<file path="config.mk">
export PLATFORM = sky130hd
export DESIGN_NAME = lsu_mem_master
export DESIGN_NICKNAME = d
export VERILOG_FILES = /design/src/rtl/lsu_pkg.sv /design/src/rtl/lsu_lane_align.sv /design/src/rtl/lsu_mem_master.sv
export SDC_FILE = /design/constraint.sdc
export NUM_CORES = 1
export LEC_CHECK = 0
export ABC_CLOCK_PERIOD_IN_PS = 8200
export CAP_MARGIN = 0
export CORE_AREA = 2 2 119 121
export DETAILED_ROUTE_END_ITERATION = 12
export DIE_AREA = 0 0 121 123
export PLACE_DENSITY = 0.85
export SLEW_MARGIN = 20
export SYNTH_ARGS = -nofsm -noshare
export SYNTH_HDL_FRONTEND = slang
export SYNTH_SLANG_ARGS = --single-unit
</file>
<file path="constraint.sdc">
create_clock -name clk -period 8.2 [get_ports clk]
set_clock_uncertainty 0.1 [all_clocks]
set_input_delay 1.23 -clock clk [delete_from_list [all_inputs] [get_ports clk]]
set_output_delay 1.23 -clock clk [all_outputs]
set_load 0.005 [all_outputs]
</file>
<file path="src/rtl/lsu_pkg.sv">
// lsu_pkg: shared types for the load/store initiator.
// State encoding, access-size codes and byte-count helper.
package lsu_pkg;

  typedef enum logic [2:0] {
    S_IDLE,
    S_READ,
    S_LATCH,
    S_WRITE,
    S_RESP
  } state_t;

  localparam logic [1:0] SZ_BYTE = 2'b00;
  localparam logic [1:0] SZ_HALF = 2'b01;
  localparam logic [1:0] SZ_WORD = 2'b10;

  function automatic logic [2:0] size_bytes(input logic [1:0] sz);
    unique case (sz)
      SZ_BYTE: size_bytes = 3'd1;
      SZ_HALF: size_bytes = 3'd2;
      default: size_bytes = 3'd4;
    endcase
  endfunction

endpackage

</file>
<file path="src/rtl/lsu_lane_align.sv">
// lsu_lane_align: big-endian lane extract/extend for loads and
// lane merge for sub-word stores (combinational).
module lsu_lane_align
  import lsu_pkg::*;
(
  input  logic [1:0]  size,
  input  logic [1:0]  off,
  input  logic        sext,
  input  logic [31:0] rdata,
  input  logic [31:0] wdata,
  output logic [31:0] ldata,
  output logic [31:0] mdata
);

  logic [4:0]  bsh;
  logic [4:0]  hsh;
  logic [7:0]  bl;
  logic [15:0] hl;

  // Byte 0 of a word sits in the top lane, so shift by 3-off lanes.
  assign bsh = {~off, 3'b000};
  assign hsh = {~off[1], 4'b0000};
  assign bl  = 8'(rdata >> bsh);
  assign hl  = 16'(rdata >> hsh);

  always_comb begin
    ldata = rdata;
    mdata = wdata;
    unique case (1'b1)
      (size == SZ_BYTE): begin
        ldata = {{24{sext & bl[7]}}, bl};
        mdata = (rdata & ~(32'h0000_00ff << bsh))
              | ({24'b0, wdata[7:0]} << bsh);
      end
      (size == SZ_HALF): begin
        ldata = {{16{sext & hl[15]}}, hl};
        mdata = (rdata & ~(32'h0000_ffff << hsh))
              | ({16'b0, wdata[15:0]} << hsh);
      end
      default: ;
    endcase
  end

endmodule

</file>
<file path="src/rtl/lsu_mem_master.sv">
// lsu_mem_master: one-at-a-time load/store initiator for data_memory.
// Define LSU_ALIGN_CHECK_EN to reject misaligned half/word accesses.
module lsu_mem_master
  import lsu_pkg::*;
#(
  parameter int MEM_BYTES = 16
) (
  input  logic        clk,
  input  logic        rst,
  input  logic        req_valid,
  output logic        req_ready,
  input  logic        req_write,
  input  logic [1:0]  req_size,
  input  logic        req_signed,
  input  logic [31:0] req_addr,
  input  logic [31:0] req_wdata,
  output logic        resp_valid,
  output logic [31:0] resp_rdata,
  output logic        resp_err,
  output logic [31:0] mem_address,
  output logic [31:0] mem_writeData,
  output logic        mem_MemWrite,
  input  logic [31:0] mem_readData
);

  state_t      state;
  logic        r_write;
  logic        r_signed;
  logic [1:0]  r_size;
  logic [31:0] r_addr;
  logic [31:0] r_data;
  logic [31:0] ldata;
  logic [31:0] mdata;
  logic [32:0] end_addr;
  logic        range_err;
  logic        size_err;
  logic        align_err;
  logic        req_err;
  logic [31:0] word_addr;
  logic [31:0] wr_addr;

  assign end_addr  = {1'b0, req_addr} + {30'b0, size_bytes(req_size)};
  assign range_err = end_addr > 33'(MEM_BYTES);
  assign size_err  = req_size == 2'b11;
`ifdef LSU_ALIGN_CHECK_EN
  assign align_err = (req_size == SZ_HALF && req_addr[0])
                   | (req_size == SZ_WORD && req_addr[1:0] != 2'b00);
  assign wr_addr   = r_addr;
`else
  assign align_err = 1'b0;
  assign wr_addr   = word_addr;
`endif
  assign req_err   = range_err | size_err | align_err;
  assign word_addr = {r_addr[31:2], 2'b00};

  lsu_lane_align u_align (
    .size  (r_size),
    .off   (r_addr[1:0]),
    .sext  (r_signed),
    .rdata (mem_readData),
    .wdata (r_data),
    .ldata (ldata),
    .mdata (mdata)
  );

  always_ff @(posedge clk) begin
    if (rst) begin
      state      <= S_IDLE;
      r_write    <= 1'b0;
      r_signed   <= 1'b0;
      r_size     <= SZ_BYTE;
      r_addr     <= '0;
      r_data     <= '0;
      resp_rdata <= '0;
      resp_err   <= 1'b0;
    end else begin
      unique case (state)
        S_IDLE: if (req_valid) begin
          r_write  <= req_write;
          r_signed <= req_signed;
          r_size   <= req_size;
          r_addr   <= req_addr;
          r_data   <= req_wdata;
          if (req_err) begin
            resp_err <= 1'b1;
            state    <= S_RESP;
          end else if (req_write && req_size == SZ_WORD) begin
            state <= S_WRITE;
          end else begin
            state <= S_READ;
          end
        end
        S_READ:  state <= S_LATCH;
        S_LATCH: if (r_write) begin
          r_data <= mdata;
          state  <= S_WRITE;
        end else begin
          resp_rdata <= ldata;
          state      <= S_RESP;
        end
        S_WRITE: state <= S_RESP;
        S_RESP: begin
          resp_rdata <= '0;
          resp_err   <= 1'b0;
          state      <= S_IDLE;
        end
        default: state <= S_IDLE;
      endcase
    end
  end

  always_comb begin
    mem_address   = '0;
    mem_writeData = '0;
    unique case (state)
      S_READ, S_LATCH: mem_address = word_addr;
      S_WRITE: begin
        mem_address   = (r_size == SZ_WORD) ? wr_addr : word_addr;
        mem_writeData = r_data;
      end
      default: ;
    endcase
  end

  assign req_ready    = (state == S_IDLE) && !rst;
  assign resp_valid   = (state == S_RESP) && !rst;
  assign mem_MemWrite = (state == S_WRITE) && !rst;

endmodule

</file>
### Yosys cells after proc, flatten, opt, wreduce, memory -nomap -nowiden

Index checks and enable logic that the tools add are counted.

* bits of input ports: 103
* output and inout bits: 100
* flip-flop bits (word level): 104
* logic and storage cells: 74

* equality and inequality tests: 13
* $add $sub $neg: 1
* reduce and logical (&&, ||, !) cells: 16
* shift operators: 6
* bitwise operators: 11
* mux-type cells: 18
* magnitude comparators: 1

Operators with widths (number)
* one-hot mux 32 bit (2 select lines): 4
* two-way mux 32 bit: 5
* AND 32 bit: 2
* NOT 32 bit: 2
* bitwise OR 32 bit: 2
* adder 32 x 3 -> 33 bit: 1
* greater-than comparator 33 x 5 -> 1 bit (second input constant): 1
* << shifter 16 x 5 -> 32 bit: 1
* << shifter 16 x 5 -> 32 bit (first input constant): 1
* << shifter 8 x 5 -> 32 bit: 1
* << shifter 8 x 5 -> 32 bit (first input constant): 1
* right shift 32 x 5 -> 16 bit: 1
* right shift 32 x 5 -> 8 bit: 1
* one-hot mux 3 bit (4 select lines): 1
* two-way mux 3 bit: 3
* inequality test 2 bit (second input constant): 4
* == test 3 x 2 -> 1 bit (second input constant): 2
* one-hot mux 3 bit (2 select lines): 1
* nonzero test 2 bit: 3
* == test 2 x 1 -> 1 bit (second input constant): 2
* == test 2 bit (second input constant): 2
* logical AND 1 bit: 4
* zero test 2 bit: 2
* AND reduction 2 bit: 2
* 15 further kinds: 17

### Depth between registers and ports, before layout

Gate-level depths: netlist (run 1).

* depth after elaboration: 8
* gate-level depth with buffers: 10
* gate-level depth less buffers: 10

### Hierarchy

Synthesis (run 1) repeated with hierarchy kept, for this count alone.

* cell total of the unflattened synthesis: 913
* area, all modules: 6726.5 um^2

By module, submodules not included
* lsu_mem_master: sequential area each 2082.0 um^2, instances 1, area an instance 5307.6 um^2, cells each 673
* lsu_lane_align: sequential area each 0.0 um^2, instances 1, area an instance 1418.9 um^2, cells each 240

### Worst setup path before layout (run 1)

OpenSTA, ideal clock, no wires.

* path kind: input port to flip-flop
* start point: input port req_size[1]
* end point: register state[2]
* cell stages on the path: 10
* data arrival time: 3.220 ns
* path buffers: 0
* path slack: 4.746 ns
* path through: nor2_1 -> ha_1 -> fa_1 -> a21oi_1 -> or4_1 -> xnor2_1 -> o32ai_1 -> and4_1 -> nor3b_1 -> a31oi_1

* longest elaborated chain between the ends: 8
* elaborated cells on any way between the ends: 10
* classes of those cells: add/sub: 1; order compare: 1; eq/ne: 2; mux: 4; bitwise: 1; reduce/logical: 1

RTL lines
* from (decl): RTL line lsu_mem_master.sv:13 `input logic [1:0] req_size,`
* == test 2 x 1 -> 1 bit / zero test 2 bit (equally long branches): RTL line lsu_pkg.sv:18 `unique case (sz)`
* one-hot mux 3 bit (2 select lines): RTL line lsu_pkg.sv:18
* adder 32 x 3 -> 33 bit: RTL line lsu_mem_master.sv:42 `assign end_addr = {1'b0, req_addr} + {30'b0, size_bytes(req_size)};`
* greater-than comparator 33 x 5 -> 1 bit: RTL line lsu_mem_master.sv:43 `assign range_err = end_addr > 33'(MEM_BYTES);`
* bitwise OR 1 bit (*): RTL line lsu_mem_master.sv:53 `assign req_err = range_err | size_err | align_err;`
* two-way mux 3 bit (*): RTL line lsu_mem_master.sv:84 `if (req_err) begin`
* two-way mux 3 bit (*): RTL line lsu_mem_master.sv:78 `S_IDLE: if (req_valid) begin`
* one-hot mux 3 bit (4 select lines) (*): RTL line lsu_mem_master.sv:77 `unique case (state)`
* to (signal assigned): RTL line lsu_mem_master.sv:86 `state <= S_RESP;`
* to (signal assigned): RTL line lsu_mem_master.sv:88 `state <= S_WRITE;`
* to (signal assigned): RTL line lsu_mem_master.sv:90 `state <= S_READ;`
* to (decl): RTL line lsu_mem_master.sv:26 `state_t state;`

Every way passes the cells marked *; elsewhere a longest branch is shown, timed or not. The select of a mux whose other input is x is not followed.
A chain may end at the register's enable or synchronous reset.

### Worst setup path in the final report (run 1)

* start point: input port rst
* end point: output port resp_valid

* longest elaborated chain between the ends: 2

RTL lines
* from (decl): RTL line lsu_mem_master.sv:9 `input logic rst,`
* zero test 1 bit: RTL line lsu_mem_master.sv:126 `assign resp_valid = (state == S_RESP) && !rst;`
* logical AND 1 bit: RTL line lsu_mem_master.sv:126
* to (decl): RTL line lsu_mem_master.sv:17 `output logic resp_valid,`

No other way between the ends.

==> results.cfg, run 1 <==
[clock_network]
cts_resized = 0
clk_latency_ns = 0.35
cts.sinks = 104
hold_buffers = 0
cts_root_buffer = clkbuf_16
clk_pin_slew_ns = 0.06
cts_inserted_buffers = 9
cts_max_level = 3
cts_tree = done
cts_setup_buffers = 0
clockBufferDepth = 2

[place]
gp_congestion = 0.982
dpl.hpwl_um = 14700
dpl-instance-area_um2 = 8020
post-place-ws_ns = 3.94
io_buffers = 200
dp.cells = 1133

[logic_synthesis]
netlist_area_um2 = 5960
ys_seq_area_share_pct = 35.0
yosys_warnings = 0
synth-edff-count = 0
synthCells = 806
synth_flop_cell = dfxtp_1
synth_seq_cells = 104
synthArstFlopShare_pct = 0
yosysUniqueCellTypes = 62
syn-mean-instance-area_um2 = 7.39

[job]
maxCapViolCount = 0

[setup_path]
crit_start = rst
reg2reg_slack_ns = 5.06
cp_common_cell = buf_4
startpoint_type = primary input
r2r_cells = 7
path_cells = buf_4 -> buf_4 -> nor2_1 -> clkdlybuf4s50_1
worst_path_largest_cell_delay_ns = 0.67
rr_startpoint = r_size[1]
cp_top_family = buffers and inverters
arrival_ns = 2.86
cp-end-kind = output port
path_buf_inv = 3
crit_type = primary input to output port
required_ns = 6.87
crit_fanout = 75
r2r-end = r_data[17]
critPathSlowestCell = buf_4

[cells_and_area]
syn2layout_area_growth_pct = 39.5
postLayoutCellArea_um2 = 8310
n_fill_cell = 1161
regArea_um2 = 2080
final_cell_count_no_fill = 1148
multiInputGateArea_um2 = 3610
final_nets = 1071
post_route_cells_drive_above_1_share_pct = 5.06
diodes = 0

[routing]
antenna_left = 0
num_vias = 6585
vias_per_cell = 5.74
drtIter0Drc = 741
routedWlPerCell_um = 17.4
drt_pass1_iterations = 5
drc = 0
totalWireLength_um = 20000

[sta]
tightest_slew_ns = 0.916
final_max_slew_viol_count = 0
max_freq_mhz = 239
worst_slack_ns = 4.01
period_share_pct = 51.1
setup_tns_ns = 0
setup_viol = 0
slew_headroom_pct = 39.0
final_hold_viol_count = 0
rsz0062_at_grt = no
layout_min_cycle_time_ns = 4.19

[global_route]
antenna_found_initial = 0
grt_max_degree = 76
groute.usage.overall_pct = 26.2
grt_overflow_total = 0
grt_pass1_vias = 6085
grt_pass1_wl_um = 30900

[die]
rows = 43
dieHeight_um = 123
fp.dieW_um = 121
initial_core_util_pct = 43.8
io_pins = 203
coreArea_um2 = 13600
dieArea_um2 = 14900

[power_and_ir_drop]
power.density_nw_per_um2 = 143
power.leakage_nw = 3.04
ir_worst_vdd_mv = 0.0862
total_power_mw = 1.19

[status]
status = complete, no violations

[hold_path]
holdPathEnd = r_addr[3]
hold_depth = 2
hold_class = flop to flop
hold_start = r_addr[3]
[Yosys cell counts, drive strengths merged, types with 4 or more instances]
cell type | count | area [um^2]
o221ai | 16 | 140
o22a | 8 | 70.1
o21ai | 21 | 105
a31o | 4 | 35.0
inv | 9 | 33.8
a22o | 7 | 61.3
mux2i | 20 | 200
a311oi | 8 | 70.1
and2 | 63 | 394
dfxtp | 104 | 2080
a31oi | 6 | 37.5
nand3 | 19 | 95.1
a21oi | 124 | 621
nor3 | 28 | 140
or2 | 7 | 43.8
nor2 | 75 | 282
a221oi | 8 | 70.1
a22oi | 7 | 52.6
xnor2 | 6 | 52.6
a211oi | 10 | 75.1
nand2b | 4 | 25.0
nor4 | 8 | 65.1
clkbuf | 52 | 195
buf | 11 | 62.6
nand2 | 132 | 495
nand4 | 6 | 43.8
[cell type report]
type                            instances  share of cell area (%)
Tap cell                              180                    2.71
Multi-Input combinational cell        631                    43.4
Inverter                                9                   0.406
Timing Repair Buffer                  209                    24.9
Sequential cell                       104                    25.0
Clock buffer                           10                    2.88
Clock inverter                          5                   0.677
[cell usage in the layout (no fill, tap or decap), types with 7 or more instances in the layout]
master           instances
a211oi_1                10
a21oi_1                123
a221oi_1                 8
a22o_1                   7
a22oi_1                  7
a311oi_1                 8
and2_1                  63
buf_4                   10
clkbuf_16                9
clkdlybuf4s50_1        199
dfxtp_1                104
inv_1                    9
mux2i_1                 20
nand2_1                131
nand3_1                 19
nor2_1                  75
nor3_1                  27
nor4_1                   7
o21ai_0                 21
o221ai_1                16
o22a_1                   8
or2_2                    7
[power by group]
| group | internal (mW) | switching (mW) | total [mW] |
|---|---|---|---|
| combinational | 0.0943 | 0.112 | 0.206 |
| clock | 0.244 | 0.195 | 0.438 |
| sequential | 0.526 | 0.0177 | 0.544 |
| total | 0.864 | 0.324 | 1.19 |
[routing by layer]
layer | vias up | global-route usage, % | routed length [um]
met5 | - | 0 | 0
met4 | 0 | 11.6 | 714
met3 | 55 | 7.06 | 1860
met2 | 327 | 41.5 | 9310
met1 | 3037 | 33.5 | 8100
li1 | 3166 | - | -
[cells by family (layout without fill, tap and decap cells)]
kind of cell / count (synthesis) / after routing / share of synthesized area, %
simple gates: 358 / 358 / 28.9
compound gates: 237 / 237 / 25.2
flops: 104 / 104 / 35.0
buf+inv: 72 / 233 / 4.89
mux: 22 / 22 / 3.93
xor+xnor: 8 / 8 / 1.18
fa+ha+maj: 4 / 4 / 0.966
other cells: 1 / 2 / 0.0630
[metrics by stage]
step | hold slack (ns) | util, %
final | 0.353 | 61.1
after global routing | 0.368 | 61.1
after CTS | 0.351 | 61.1
after detailed placement | 0.342 | 58.9
after global placement | 0.337 | 58.9
after floorplan | 0.332 | -
[how the worst max path moves through the flow]
stage | to | slack (ns) | cells past startpoint
2_1_floorplan | state[2] | 4.75 | 10
3_3_place_gp | state[2] | 4.00 | 11
3_5_place_dp | resp_err | 3.94 | 11
4_1_cts | resp_valid | 4.05 | 4
5_1_grt | resp_valid | 3.88 | 4
6_report | resp_valid | 4.01 | 4
[worst min-delay path, delay by kind of cell (launching register included)]
family / cells / cell delay, ns
flops: 1 / 0.31
simple gates: 1 / 0.05
compound gates: 1 / 0.05
Note: power is estimated with default switching activity, not from simulation.
==> run 2, diff against run 1 <==
--- a/config.mk
+++ b/config.mk
@@ -5,12 +5,12 @@
 export SDC_FILE = /design/constraint.sdc
 export NUM_CORES = 1
 export LEC_CHECK = 0
-export ABC_CLOCK_PERIOD_IN_PS = 8200
+export ABC_CLOCK_PERIOD_IN_PS = 3510
 export CAP_MARGIN = 0
-export CORE_AREA = 2 2 119 121
+export CORE_AREA = 2 2 123 125
 export DETAILED_ROUTE_END_ITERATION = 12
-export DIE_AREA = 0 0 121 123
-export PLACE_DENSITY = 0.85
+export DIE_AREA = 0 0 125 127
+export PLACE_DENSITY = 0.83
 export SLEW_MARGIN = 20
 export SYNTH_ARGS = -nofsm -noshare
 export SYNTH_HDL_FRONTEND = slang
==> constraint.sdc (replaced) <==
create_clock -name clk -period 3.51 [get_ports clk]
set_clock_uncertainty 0.1 [all_clocks]
set_input_delay 0.5265 -clock clk [delete_from_list [all_inputs] [get_ports clk]]
set_output_delay 0.5265 -clock clk [all_outputs]
set_load 0.005 [all_outputs]
==> run 2 against run 1 <==
Combinational power increased by 140%. First-iteration DRC count increased by 5.3%. Sequential power is 130% higher. Global-route usage fell by 1.7 points. Utilization fell by 3.0 points. Die area rose by 6.7%. Critical path type is now primary input to flop. Sequential share of layout area shrank 0.19 points. Total power rose by 130%. Clock power is 120% higher. Critical path depth increased by 6.
==> results.cfg, run 2 (synthesis gave the netlist of run 1 again) <==
[cells_and_area]
final_core_util_pct = 58.1
final_cell_mix = clkdlybuf4s50_1 (199), nand2_1 (132), a21oi_1 (123), dfxtp_1 (104), nor2_1 (75)
final_cell_count_no_fill = 1164
post_route_cells_drive_above_1_share_pct = 6.02
syn2layout_area_growth_pct = 40.6
n_fill_cell = 1326
diodes = 0
final_common_cell = clkdlybuf4s50_1
final_nets = 1082

[clock_network]
cts_max_level = 3
cts.sinks = 104
hold_buffers = 0
cts_root_buffer = clkbuf_16
cts_tree = done
clk_pin_slew_ns = 0.06
cts_inserted_buffers = 9
cts_setup_buffers = 0
clockBufferDepth = 2
cts_resized = 0
clk_latency_ns = 0.36

[setup_path]
cp-end-kind = flop
arrival_ns = 3.29
r2r_cells = 7
worst_path_largest_cell_delay_ns = 0.56
cp.depth = 10
startpoint_type = primary input
path_buf_inv = 1
crit_fanout = 4
crit_type = primary input to flop
critPathSlowestCell = or4_1
cp_top_family = simple AND/OR/NAND/NOR gates
required_ns = 3.63
path_cells = clkdlybuf4s50_1 -> nor2b_1 -> fa_1 -> a21oi_1 -> or4_1 -> xnor2_1 -> o32ai_1 -> and4_1 -> nor3b_1 -> a31oi_1

[die]
coreArea_um2 = 14400
fp.dieW_um = 125
io_pins = 203
dieArea_um2 = 15900
rows = 44
dieHeight_um = 127
initial_core_util_pct = 41.3

[routing]
num_vias = 6699
drtIter0Drc = 780
totalWireLength_um = 20500
drc = 0
drt_pass1_iterations = 5
routedWlPerCell_um = 17.7
vias_per_cell = 5.76
antenna_left = 0

[global_route]
grt_pass1_vias = 5974
grt_overflow_total = 0
antenna_found_initial = 0
groute.usage.overall_pct = 24.5
grt_max_degree = 70
grt_pass1_wl_um = 31500

[sta]
slew_headroom_pct = 40.3
rsz0062_at_grt = no
tightest_slew_ns = 0.896
final_hold_viol_count = 0
fin_worst_hold_slack_ns = 0.349
period_share_pct = 90.5
worst_slack_ns = 0.334
setup_viol = 0
final_max_slew_viol_count = 0
layout_min_cycle_time_ns = 3.18
max_freq_mhz = 315

[place]
gp_congestion = 0.909
post-place-ws_ns = -0.00157
io_buffers = 200
dp.cells = 1148
dpl.hpwl_um = 15200

[power_and_ir_drop]
power.leakage_nw = 3.08
ir_worst_vdd_mv = 0.217
power.density_nw_per_um2 = 324

[status]
status = complete, no violations

[hold_path]
hold_class = flop to flop
hold_depth = 2

[job]
maxCapViolCount = 0
==> run 2: path summary, 6_finish.rpt <==
check             slack, ns   startpoint         end
setup / recovery       0.33  req_size[0]    state[2]
hold / removal         0.35    r_addr[8]   r_addr[8]
setup reg to reg       0.68    r_size[0]  r_data[17]
hold reg to reg        0.35    r_addr[8]   r_addr[8]
==> run 2: power by group <==
group / switching, mW / internal, mW
Sequential: 0.0400 / 1.23
Combinational: 0.265 / 0.227
Clock: 0.456 / 0.500
==> run 2: worst register-to-register path, stage by stage (launching register included) <==
cell,delay [ns]
dfxtp_1,0.64
nand2b_1,0.42
nand2b_1,0.51
nand2_1,0.42
mux2i_1,0.34
a211oi_1,0.11
a21oi_1,0.14
nor2_1,0.05
==> run 2: routing by layer <==
metal | vias up | share of wire [%] | track usage (%) | wire [um]
li1 | 3200 | - | - | -
met1 | 3094 | 40 | 30.9 | 8260
met2 | 361 | 47 | 40.1 | 9700
met3 | 44 | 9.8 | 6.24 | 2010
met4 | 0 | 2.8 | 10.1 | 578
met5 | - | 0 | 0 | 0
==> run 2: cell type report <==
class / instances / area (um^2) / area share, %
clock buffers: 11 / 243 / 2.90
clock inverters: 5 / 32.5 / 0.388
inverters: 9 / 33.8 / 0.403
multi-input cells: 631 / 3610 / 43.0
flip-flops and latches: 104 / 2080 / 24.9
well taps: 184 / 230 / 2.75
repair buffers: 220 / 2150 / 25.7
==> run 2: through the flow <==
stage | TNS [ns] | area (um^2) | total power [mW]
final | 0 | 8380 | 2.72
after global routing | 0 | 8380 | 2.82
after detailed placement | -0.00157 | 8100 | 1.77
after floorplan | 0 | 5960 | 1.54
after global placement | 0 | 8100 | 1.77
after CTS | 0 | 8380 | 2.72
